[config.mk]
export PLATFORM = sky130hd
export DESIGN_NAME = mcp_mbus_ctl_flat
export DESIGN_NICKNAME = d
export VERILOG_FILES = /design/src/rtl/mcp_pkg.sv /design/src/rtl/mcp_mbus_ctl_if.sv /design/src/rtl/mcp_phase_gen.sv /design/src/rtl/mcp_mbus_ctl.sv /design/src/flat_wrapper.sv
export SDC_FILE = /design/constraint.sdc
export NUM_CORES = 1
export LEC_CHECK = 0
export BUFFER_PORTS_ARGS = -buffer_cell sky130_fd_sc_hd__buf_2
export CORE_MARGIN = 3
export CORE_UTILIZATION = 45
export CTS_CLUSTER_SIZE = 10
export DETAILED_ROUTE_END_ITERATION = 16
export GPL_ROUTABILITY_DRIVEN = 0
export PLACE_DENSITY = 0.76
export SYNTH_ARGS = -nofsm -noshare
export SYNTH_HDL_FRONTEND = slang
export SYNTH_SLANG_ARGS = --single-unit
[constraint.sdc]
create_clock -name pin_clk -period 1.86 [get_ports pin_clk]
set_input_delay 0 -clock pin_clk [delete_from_list [all_inputs] [get_ports pin_clk]]
set_output_delay 0 -clock pin_clk [all_outputs]
set_load 0.005 [all_outputs]
[src/rtl/mcp_pkg.sv]
// Shared types and widths for the MicROM bus sequencer.
package mcp_pkg;

    localparam int MI_W     = 22;
    localparam int MA_W     = 11;
    localparam int BANK_LSB = 9;

    typedef enum logic [2:0] {
        PRE,
        C2,
        C3,
        C4,
        C1
    } phase_e;

endpackage

[src/rtl/mcp_mbus_ctl_if.sv]
// Microaddress/microinstruction bus between control chip, sequencer and ROM bank.
interface mcp_mbus_ctl_if #(
    parameter int NROM = 4
);
    import mcp_pkg::*;

    logic [MA_W-1:0] mc_addr;
    logic            mc_ena;
    logic            mc_stall;
    logic            rom_c1;
    logic            rom_c2;
    logic            rom_c3;
    logic            rom_c4;
    logic [MA_W-1:0] rom_addr;
    logic [NROM-1:0] rom_sel;
    logic [MI_W-1:0] rom_data;
    logic [MI_W-1:0] mi_data;
    logic            mi_valid;
    logic            mi_miss;

    modport master (
        output mc_addr, mc_ena, mc_stall, rom_data,
        input  rom_c1, rom_c2, rom_c3, rom_c4,
        input  rom_addr, rom_sel, mi_data, mi_valid, mi_miss
    );

    modport slave (
        input  mc_addr, mc_ena, mc_stall, rom_data,
        output rom_c1, rom_c2, rom_c3, rom_c4,
        output rom_addr, rom_sel, mi_data, mi_valid, mi_miss
    );

endinterface

[src/rtl/mcp_phase_gen.sv]
// Five-state phase sequencer producing non-overlapping C1..C4 strobes.
module mcp_phase_gen
    import mcp_pkg::*;
#(
    parameter int PH_LEN = 3
) (
    input  logic       clk_i,
    input  logic       rst_i,
    input  logic       stall_i,
    output phase_e     phase_o,
    output logic       last_o,
    output logic [3:0] strb_o
);

    localparam int CW = (PH_LEN > 1) ? $clog2(PH_LEN) : 1;

    phase_e        state_q, state_d;
    logic [CW-1:0] cnt_q, cnt_d;
    logic          last;
    logic          guard;

    assign last = (cnt_q == CW'(PH_LEN - 1));

    always_ff @(posedge clk_i or posedge rst_i) begin
        if (rst_i) begin
            state_q <= PRE;
            cnt_q   <= '0;
        end else begin
            state_q <= state_d;
            cnt_q   <= cnt_d;
        end
    end

    always_comb begin
        state_d = state_q;
        cnt_d   = cnt_q + CW'(1);
        if (last) begin
            cnt_d = '0;
            unique case (state_q)
                PRE:     state_d = C2;
                C2:      state_d = C3;
                C3:      state_d = C4;
                C4:      state_d = stall_i ? C4 : C1;
                C1:      state_d = C2;
                default: state_d = PRE;
            endcase
        end
    end

    // A stalled C4 skips its guard clock so the strobe stays solid.
    assign guard = last && !((state_q == C4) && stall_i);

    always_comb begin
        strb_o = '0;
        unique case (state_q)
            C1:      strb_o[0] = !guard;
            C2:      strb_o[1] = !guard;
            C3:      strb_o[2] = !guard;
            C4:      strb_o[3] = !guard;
            default: strb_o    = '0;
        endcase
    end

    assign phase_o = state_q;
    assign last_o  = last;

endmodule

[src/rtl/mcp_mbus_ctl.sv]
// MicROM bus sequencer: address take, bank select and microinstruction capture.
module mcp_mbus_ctl
    import mcp_pkg::*;
#(
    parameter int              PH_LEN    = 3,
    parameter int              NROM      = 4,
    parameter logic [NROM-1:0] BANK_MASK = '1
) (
    input  logic          pin_clk,
    input  logic          pin_rst,
    mcp_mbus_ctl_if.slave bus
);

    phase_e          phase;
    logic            last;
    logic [3:0]      strb;
    logic            take;
    logic            cap;
    logic [1:0]      bank;

    logic [MA_W-1:0] addr_q;
    logic            fetch_q;
    logic            hit_q;
    logic [MI_W-1:0] data_q;
    logic            valid_q;
    logic            miss_q;

    mcp_phase_gen #(
        .PH_LEN (PH_LEN)
    ) u_phase (
        .clk_i   (pin_clk),
        .rst_i   (pin_rst),
        .stall_i (bus.mc_stall),
        .phase_o (phase),
        .last_o  (last),
        .strb_o  (strb)
    );

    // Leaving C1 captures the old fetch and takes the next address.
    assign take = last && ((phase == PRE) || (phase == C1));
    assign cap  = last && (phase == C1);
    assign bank = addr_q[MA_W-1:BANK_LSB];

    always_ff @(posedge pin_clk or posedge pin_rst) begin
        if (pin_rst) begin
            addr_q  <= '0;
            fetch_q <= 1'b0;
            hit_q   <= 1'b0;
            data_q  <= '0;
            valid_q <= 1'b0;
            miss_q  <= 1'b0;
        end else begin
            valid_q <= cap;
            if (take) begin
                addr_q  <= bus.mc_addr;
                fetch_q <= bus.mc_ena;
                hit_q   <= BANK_MASK[bus.mc_addr[MA_W-1:BANK_LSB]];
            end
            if (cap) begin
                data_q <= (fetch_q && hit_q) ? bus.rom_data : '0;
                miss_q <= fetch_q && !hit_q;
            end
        end
    end

    always_comb begin
        bus.rom_sel = '0;
        if (((phase == C3) || (phase == C4)) && fetch_q && hit_q)
            bus.rom_sel = NROM'(1) << bank;
    end

    assign bus.rom_c1   = strb[0];
    assign bus.rom_c2   = strb[1];
    assign bus.rom_c3   = strb[2];
    assign bus.rom_c4   = strb[3];
    assign bus.rom_addr = addr_q;
    assign bus.mi_data  = data_q;
    assign bus.mi_valid = valid_q;
    assign bus.mi_miss  = miss_q;

endmodule

[src/flat_wrapper.sv]
// flat-port wrapper written by rule: the top's interface ports become plain ports
module mcp_mbus_ctl_flat import mcp_pkg::*;
#(
    parameter int              PH_LEN    = 3,
    parameter int              NROM      = 4,
    parameter logic [NROM-1:0] BANK_MASK = '1
)
  (pin_clk, pin_rst, bus_mc_addr, bus_mc_ena, bus_mc_stall, bus_rom_data, bus_rom_c1, bus_rom_c2, bus_rom_c3, bus_rom_c4, bus_rom_addr, bus_rom_sel, bus_mi_data, bus_mi_valid, bus_mi_miss);
  mcp_mbus_ctl_if #(.NROM(NROM)) bus_i ();
  input  logic pin_clk;
  input  logic pin_rst;
  input wire logic [$bits(bus_i.mc_addr)-1:0] bus_mc_addr;
  input wire logic [$bits(bus_i.mc_ena)-1:0] bus_mc_ena;
  input wire logic [$bits(bus_i.mc_stall)-1:0] bus_mc_stall;
  input wire logic [$bits(bus_i.rom_data)-1:0] bus_rom_data;
  output wire logic [$bits(bus_i.rom_c1)-1:0] bus_rom_c1;
  output wire logic [$bits(bus_i.rom_c2)-1:0] bus_rom_c2;
  output wire logic [$bits(bus_i.rom_c3)-1:0] bus_rom_c3;
  output wire logic [$bits(bus_i.rom_c4)-1:0] bus_rom_c4;
  output wire logic [$bits(bus_i.rom_addr)-1:0] bus_rom_addr;
  output wire logic [$bits(bus_i.rom_sel)-1:0] bus_rom_sel;
  output wire logic [$bits(bus_i.mi_data)-1:0] bus_mi_data;
  output wire logic [$bits(bus_i.mi_valid)-1:0] bus_mi_valid;
  output wire logic [$bits(bus_i.mi_miss)-1:0] bus_mi_miss;
  assign bus_i.mc_addr = bus_mc_addr;
  assign bus_i.mc_ena = bus_mc_ena;
  assign bus_i.mc_stall = bus_mc_stall;
  assign bus_i.rom_data = bus_rom_data;
  assign bus_rom_c1 = bus_i.rom_c1;
  assign bus_rom_c2 = bus_i.rom_c2;
  assign bus_rom_c3 = bus_i.rom_c3;
  assign bus_rom_c4 = bus_i.rom_c4;
  assign bus_rom_addr = bus_i.rom_addr;
  assign bus_rom_sel = bus_i.rom_sel;
  assign bus_mi_data = bus_i.mi_data;
  assign bus_mi_valid = bus_i.mi_valid;
  assign bus_mi_miss = bus_i.mi_miss;
  mcp_mbus_ctl #(.PH_LEN(PH_LEN), .NROM(NROM), .BANK_MASK(BANK_MASK)) u_core (.pin_clk(pin_clk), .pin_rst(pin_rst), .bus(bus_i));
endmodule
# == After elaboration in Yosys (flattened, before gate mapping) ==
# Cells that the tools add are included.
# word_totals
register_bits,42
input_bits,37
# classes
add_sub_neg,1
magnitude_cmp,1
eq_ne,5
n_shift,1
muxes,11
n_reduce_logical,15
# ops
cell,n
2-to-1 mux 22 bit,1
one-hot mux 3 bit (4 select lines),1
logical AND 1 bit,8
equality test 3 x 2 -> 1 bit (second input constant),2
2-to-1 mux 1 bit,5
2-to-1 mux 4 bit,1
left shift 1 x 2 -> 4 bit (first input constant),1
equality test 3 x 1 -> 1 bit (second input constant),1
equality test 3 bit (second input constant),1
logical NOT 1 bit,3
logical NOT 3 bit,1
< comparator 2 x 3 -> 1 bit (second input constant),1
2-to-1 mux 3 bit,1
adder 2 x 1 -> 2 bit (second input constant),1
binary-select mux 1 bit (select 2 bit),1
equality test 2 bit (second input constant),1
logical OR 1 bit,2
2-to-1 mux 2 bit,1
OR reduction 2 bit,1

# == Longest topological paths before layout ==
# logic_depth
depth_word,6
ltp_mapped,5
mapped_depth_nobuf,3

# == Cells and area by module ==
# From an unflattened synthesis, not the netlist that was laid out.
# unflattened
hier_cells,139
area_unflattened_um2,1843.0
# by_module_without_submodules
mod,n_inst,cells_per_inst,area_per_inst_um2
mcp_mbus_ctl,1,114,1582.8
mcp_phase_gen,1,25,260.2

# == Worst setup path after synthesis ==
# Ideal clock, no wire load.
# synth_timing
kind,reg2reg
start,register u_core.u_phase.state_q[0] (netlist: u_core.u_phase.phase_o[0])
end,register u_core.data_q[0] (netlist: u_core.bus.mi_data[0])
arrival_time_ns,1.507
required_ns,1.735
setup_slack_ns,0.228
stages_incl_launch_ff,6
synth_period_minus_slack_ns,1.632
cell_sequence,dfrtp_1 buf_6 nor4b_4 nand2_2 buf_6 mux2_4
# synth_via
elab_chain_cells,2
# synth_rtl
item,line,text
"start, declared",mcp_phase_gen.sv:17,"phase_e state_q, state_d;"
"start signal, assigned",mcp_phase_gen.sv:29,state_q <= state_d;
equality test 3 bit,mcp_mbus_ctl.sv:41,assign cap = last && (phase == C1);
logical AND 1 bit,mcp_mbus_ctl.sv:41,
"end signal, assigned",mcp_mbus_ctl.sv:60,data_q <= (fetch_q && hit_q) ? bus.rom_data : '0;
"end, declared",mcp_mbus_ctl.sv:24,logic [MI_W-1:0] data_q;
# No other way between the ends.
# A chain may end at the register's enable or synchronous reset.

# == Worst setup path after layout ==
# layout_timing
start,register u_core.hit_q
end,output port bus_rom_sel[2]
# layout_via
elab_chain_cells,2
# layout_rtl
item,line,text
"start, declared",mcp_mbus_ctl.sv:23,logic hit_q;
"start signal, assigned",mcp_mbus_ctl.sv:57,hit_q <= BANK_MASK[bus.mc_addr[MA_W-1:BANK_LSB]];
logical AND 1 bit,mcp_mbus_ctl.sv:68,if (((phase == C3) || (phase == C4)) && fetch_q && hit_q)
2-to-1 mux 4 bit,mcp_mbus_ctl.sv:68,
"end, declared",flat_wrapper.sv:21,output wire logic [$bits(bus_i.rom_sel)-1:0] bus_rom_sel;
# No other way between the ends.

==> results.yml <==
layout:
  design_area_um2: 2600
  finalNonFillerCells: 288
  nets: 275
  post-route-util: 0.640
  syn2layout_area_growth_pct: 34.9
  num_antenna_cells: 0
  fillCellCount: 310
  drive_above_1_share: 0.542
synthesis:
  muxShareOfSynthArea: 0.236
  synthSimpleGateAreaFrac: 0.152
  ys_warn_count: 0
  syn_area_um2: 1920
  ys_seq_area_frac: 0.546
  synthArstFlopShare: 1.00
  yosysTopAreaCell: "dfrtp_1"
  synth_top_area_frac: 0.546
  synth-compound-area-share: 0.0234
  synth_top_family_by_area: "multiplexers"
  syn_inst: 145
  synth_edf_count: 0
  synth.avg_cell_area_um2: 13.3
  yosys-top-cells-area: "dfrtp_1, mux2_4, mux2_2"
  ys_ff_latch: 42
  synth_xor_area_frac: 0
  syn_nets: 182
  synth-adder-area-share: 0
  synth_top_flop_cell: "dfrtp_1"
  synth.distinct_cells: 24
critical_path:
  cp-end-kind: "primary output"
  critical_path_arrival_ns: 1.67
  path_max_fanout: 26
  required_ns: 1.86
  worstSetupPathType: "register to primary output"
  cp-start-kind: "register"
grt:
  antenna_found_initial: 0
  grt_pass1_vias: 1452
  grt_overflow: 0
  grt_max_degree: 43
  grt_use_total: 0.168
  grt_pass1_wl_um: 6780
floorplanning:
  core_area_um2: 4060
  std_cell_rows: 23
  die_h_um: 71.4
  io_pins: 80
  start_util: 0.474
  dieArea_um2: 5100
  die_x_um: 71.4
timing:
  fin_skew_ns: 0.00486
  setup_tns_ns: 0
  max_freq_ghz: 0.598
  rsz0062_at_grt: "no"
  drv_slew: 0
  fin_crit_sh: 0.899
  hold_slack_ns: 0.0219
  finalSetupViolCount: 0
  worst_pin_slew_ns: 0.634
  min_period_ns: 1.67
  timing_hold_violations_final: 0
  worst_slack_ns: 0.188
  slew_headroom: 0.577
power:
  power_density_nw_per_um2: 1200
  power.total_mw: 3.12
  p_leak_nw: 1.48
  peakVddDrop_uv: 762
route:
  dr_total_vias: 1442
  wl_um: 4010
  viasPerCell: 5.01
  firstDrtPassIters: 4
  dr.first_iter.drc_count: 57
  wl_per_cell_um: 13.9
  drc: 0
  drtAntennaViolNets: 0
hold_path:
  hold_path_class: "input port to register"
clock_tree:
  cts_root_buf: "clkbuf_8"
  clkTransAtPathRegs_ns: 0.08
  htreeDepth: 2
  clock-sinks: 42
  cts_tree: "yes"
  postCtsSetupRepairBufs: 0
  clk_path_buf_depth: 2
  cts_resized: 0
  clk_latency_ns: 0.29
  cts-buffers-inserted: 5
job:
  drv_cap: 0
placed_design:
  place_hpwl_um: 2680
  place_area_um2: 2350
  port_buffers: 79
  pre_cts_ws_ns: 0.322
  post-place-cells: 268
run_status:
  status: "finished, final reports clean"
-- state kept, by name, summed over array words and instances, names as in the netlist --
| name | count |
|---|---|
| u_core.bus.rom_addr | 11 |
| u_core.u_phase.phase_o | 3 |
| u_core.bus.mi_data | 22 |
| u_core.u_phase.cnt_q | 2 |
| u_core.hit_q | 1 |
| u_core.bus.mi_valid | 1 |
| u_core.bus.mi_miss | 1 |
| u_core.fetch_q | 1 |
-- power by group --
group / total, mW / internal [mW] / switching, mW
sequential: 1.41 / 1.18 / 0.230
clock: 0.724 / 0.429 / 0.295
combinational: 0.990 / 0.610 / 0.380
total: 3.12 / 2.22 / 0.904
-- cell usage after synthesis (all sizes together), types with 3 or more instances --
master	instances
clkbuf	6
mux2	34
and3	22
nor4b	3
nor2	3
buf	5
dfrtp	42
nor2b	4
inv	4
a21oi	3
nand2	7
-- worst paths after layout --
path,cells after the start,slack [ns],start,end
max,3,0.19,u_core.hit_q,bus_rom_sel[2]
min in group asynchronous,4,0.37,pin_rst,u_core.bus.rom_addr[9]
min,4,0.02,bus_mc_stall,u_core.u_phase.phase_o[2]
max in group asynchronous,4,1.14,pin_rst,u_core.bus.mi_data[13]
min reg2reg,1,0.50,u_core.u_phase.cnt_q[1],u_core.u_phase.cnt_q[1]
max reg2reg,4,0.32,u_core.u_phase.cnt_q[0],u_core.bus.mi_data[12]
-- worst max-delay path, cell delays in order (launching register included) --
cell,delay (ns)
dfrtp_1,0.75
nand2_1,0.18
nor4_1,0.28
buf_2,0.17
-- cells in the final DEF, fill, tap and decap left out --
cell type	synthesis	final
a21o_1	1	1
a21oi_1	3	3
a221oi_1	1	1
a31o_2	1	1
and3_1	22	22
buf_2	2	79
buf_4	0	5
bufinv_16	0	1
clkbuf_8	0	6
clkinv_1	0	1
dfrtp_1	42	42
dlygate4sd3_1	0	13
inv_1	4	3
mux2_2	15	15
mux2_4	19	19
nand2_1	6	6
nand2_2	1	1
nand2b_1	2	2
nand4_1	2	2
nor2_1	3	3
nor2b_1	4	4
nor3_1	1	1
nor4_1	2	2
nor4b_1	2	2
nor4b_4	1	1
o21ai_0	1	1
or2_2	1	1
-- logic make-up after synthesis --
family	after synthesis
muxes	34
AOI/OAI and AO/OA	7
and+or+nand+nor	47
buffers and inverters	15
DFF	42
-- final cells by class --
| class | count | area (µm²) | area share |
|---|---|---|---|
| repair buffers | 97 | 563 | 0.217 |
| flip-flops and latches | 42 | 1050 | 0.405 |
| clock inverters | 1 | 30.0 | 0.0116 |
| well taps | 50 | 62.6 | 0.0241 |
| inverters | 4 | 15.0 | 0.00578 |
| multi-input cells | 88 | 792 | 0.305 |
| clock buffers | 6 | 82.6 | 0.0318 |
-- what timing repair did --
item | 4_1_cts | 5_1_grt
endpoints found under the setup margin | 0 | 0
hold endpoints to repair | 54 | 0
hold buffers | 13 | 0
-- layer usage --
metal,wire length [µm],vias to the layer above,track usage,share of wire
met4,4,0,0.0376,0.0010
li1,-,694,-,-
met2,1860,58,0.268,0.46
met3,360,2,0.0617,0.090
met1,1780,688,0.220,0.44
met5,0,-,0,0
Note: power is estimated with default switching activity, not from simulation.
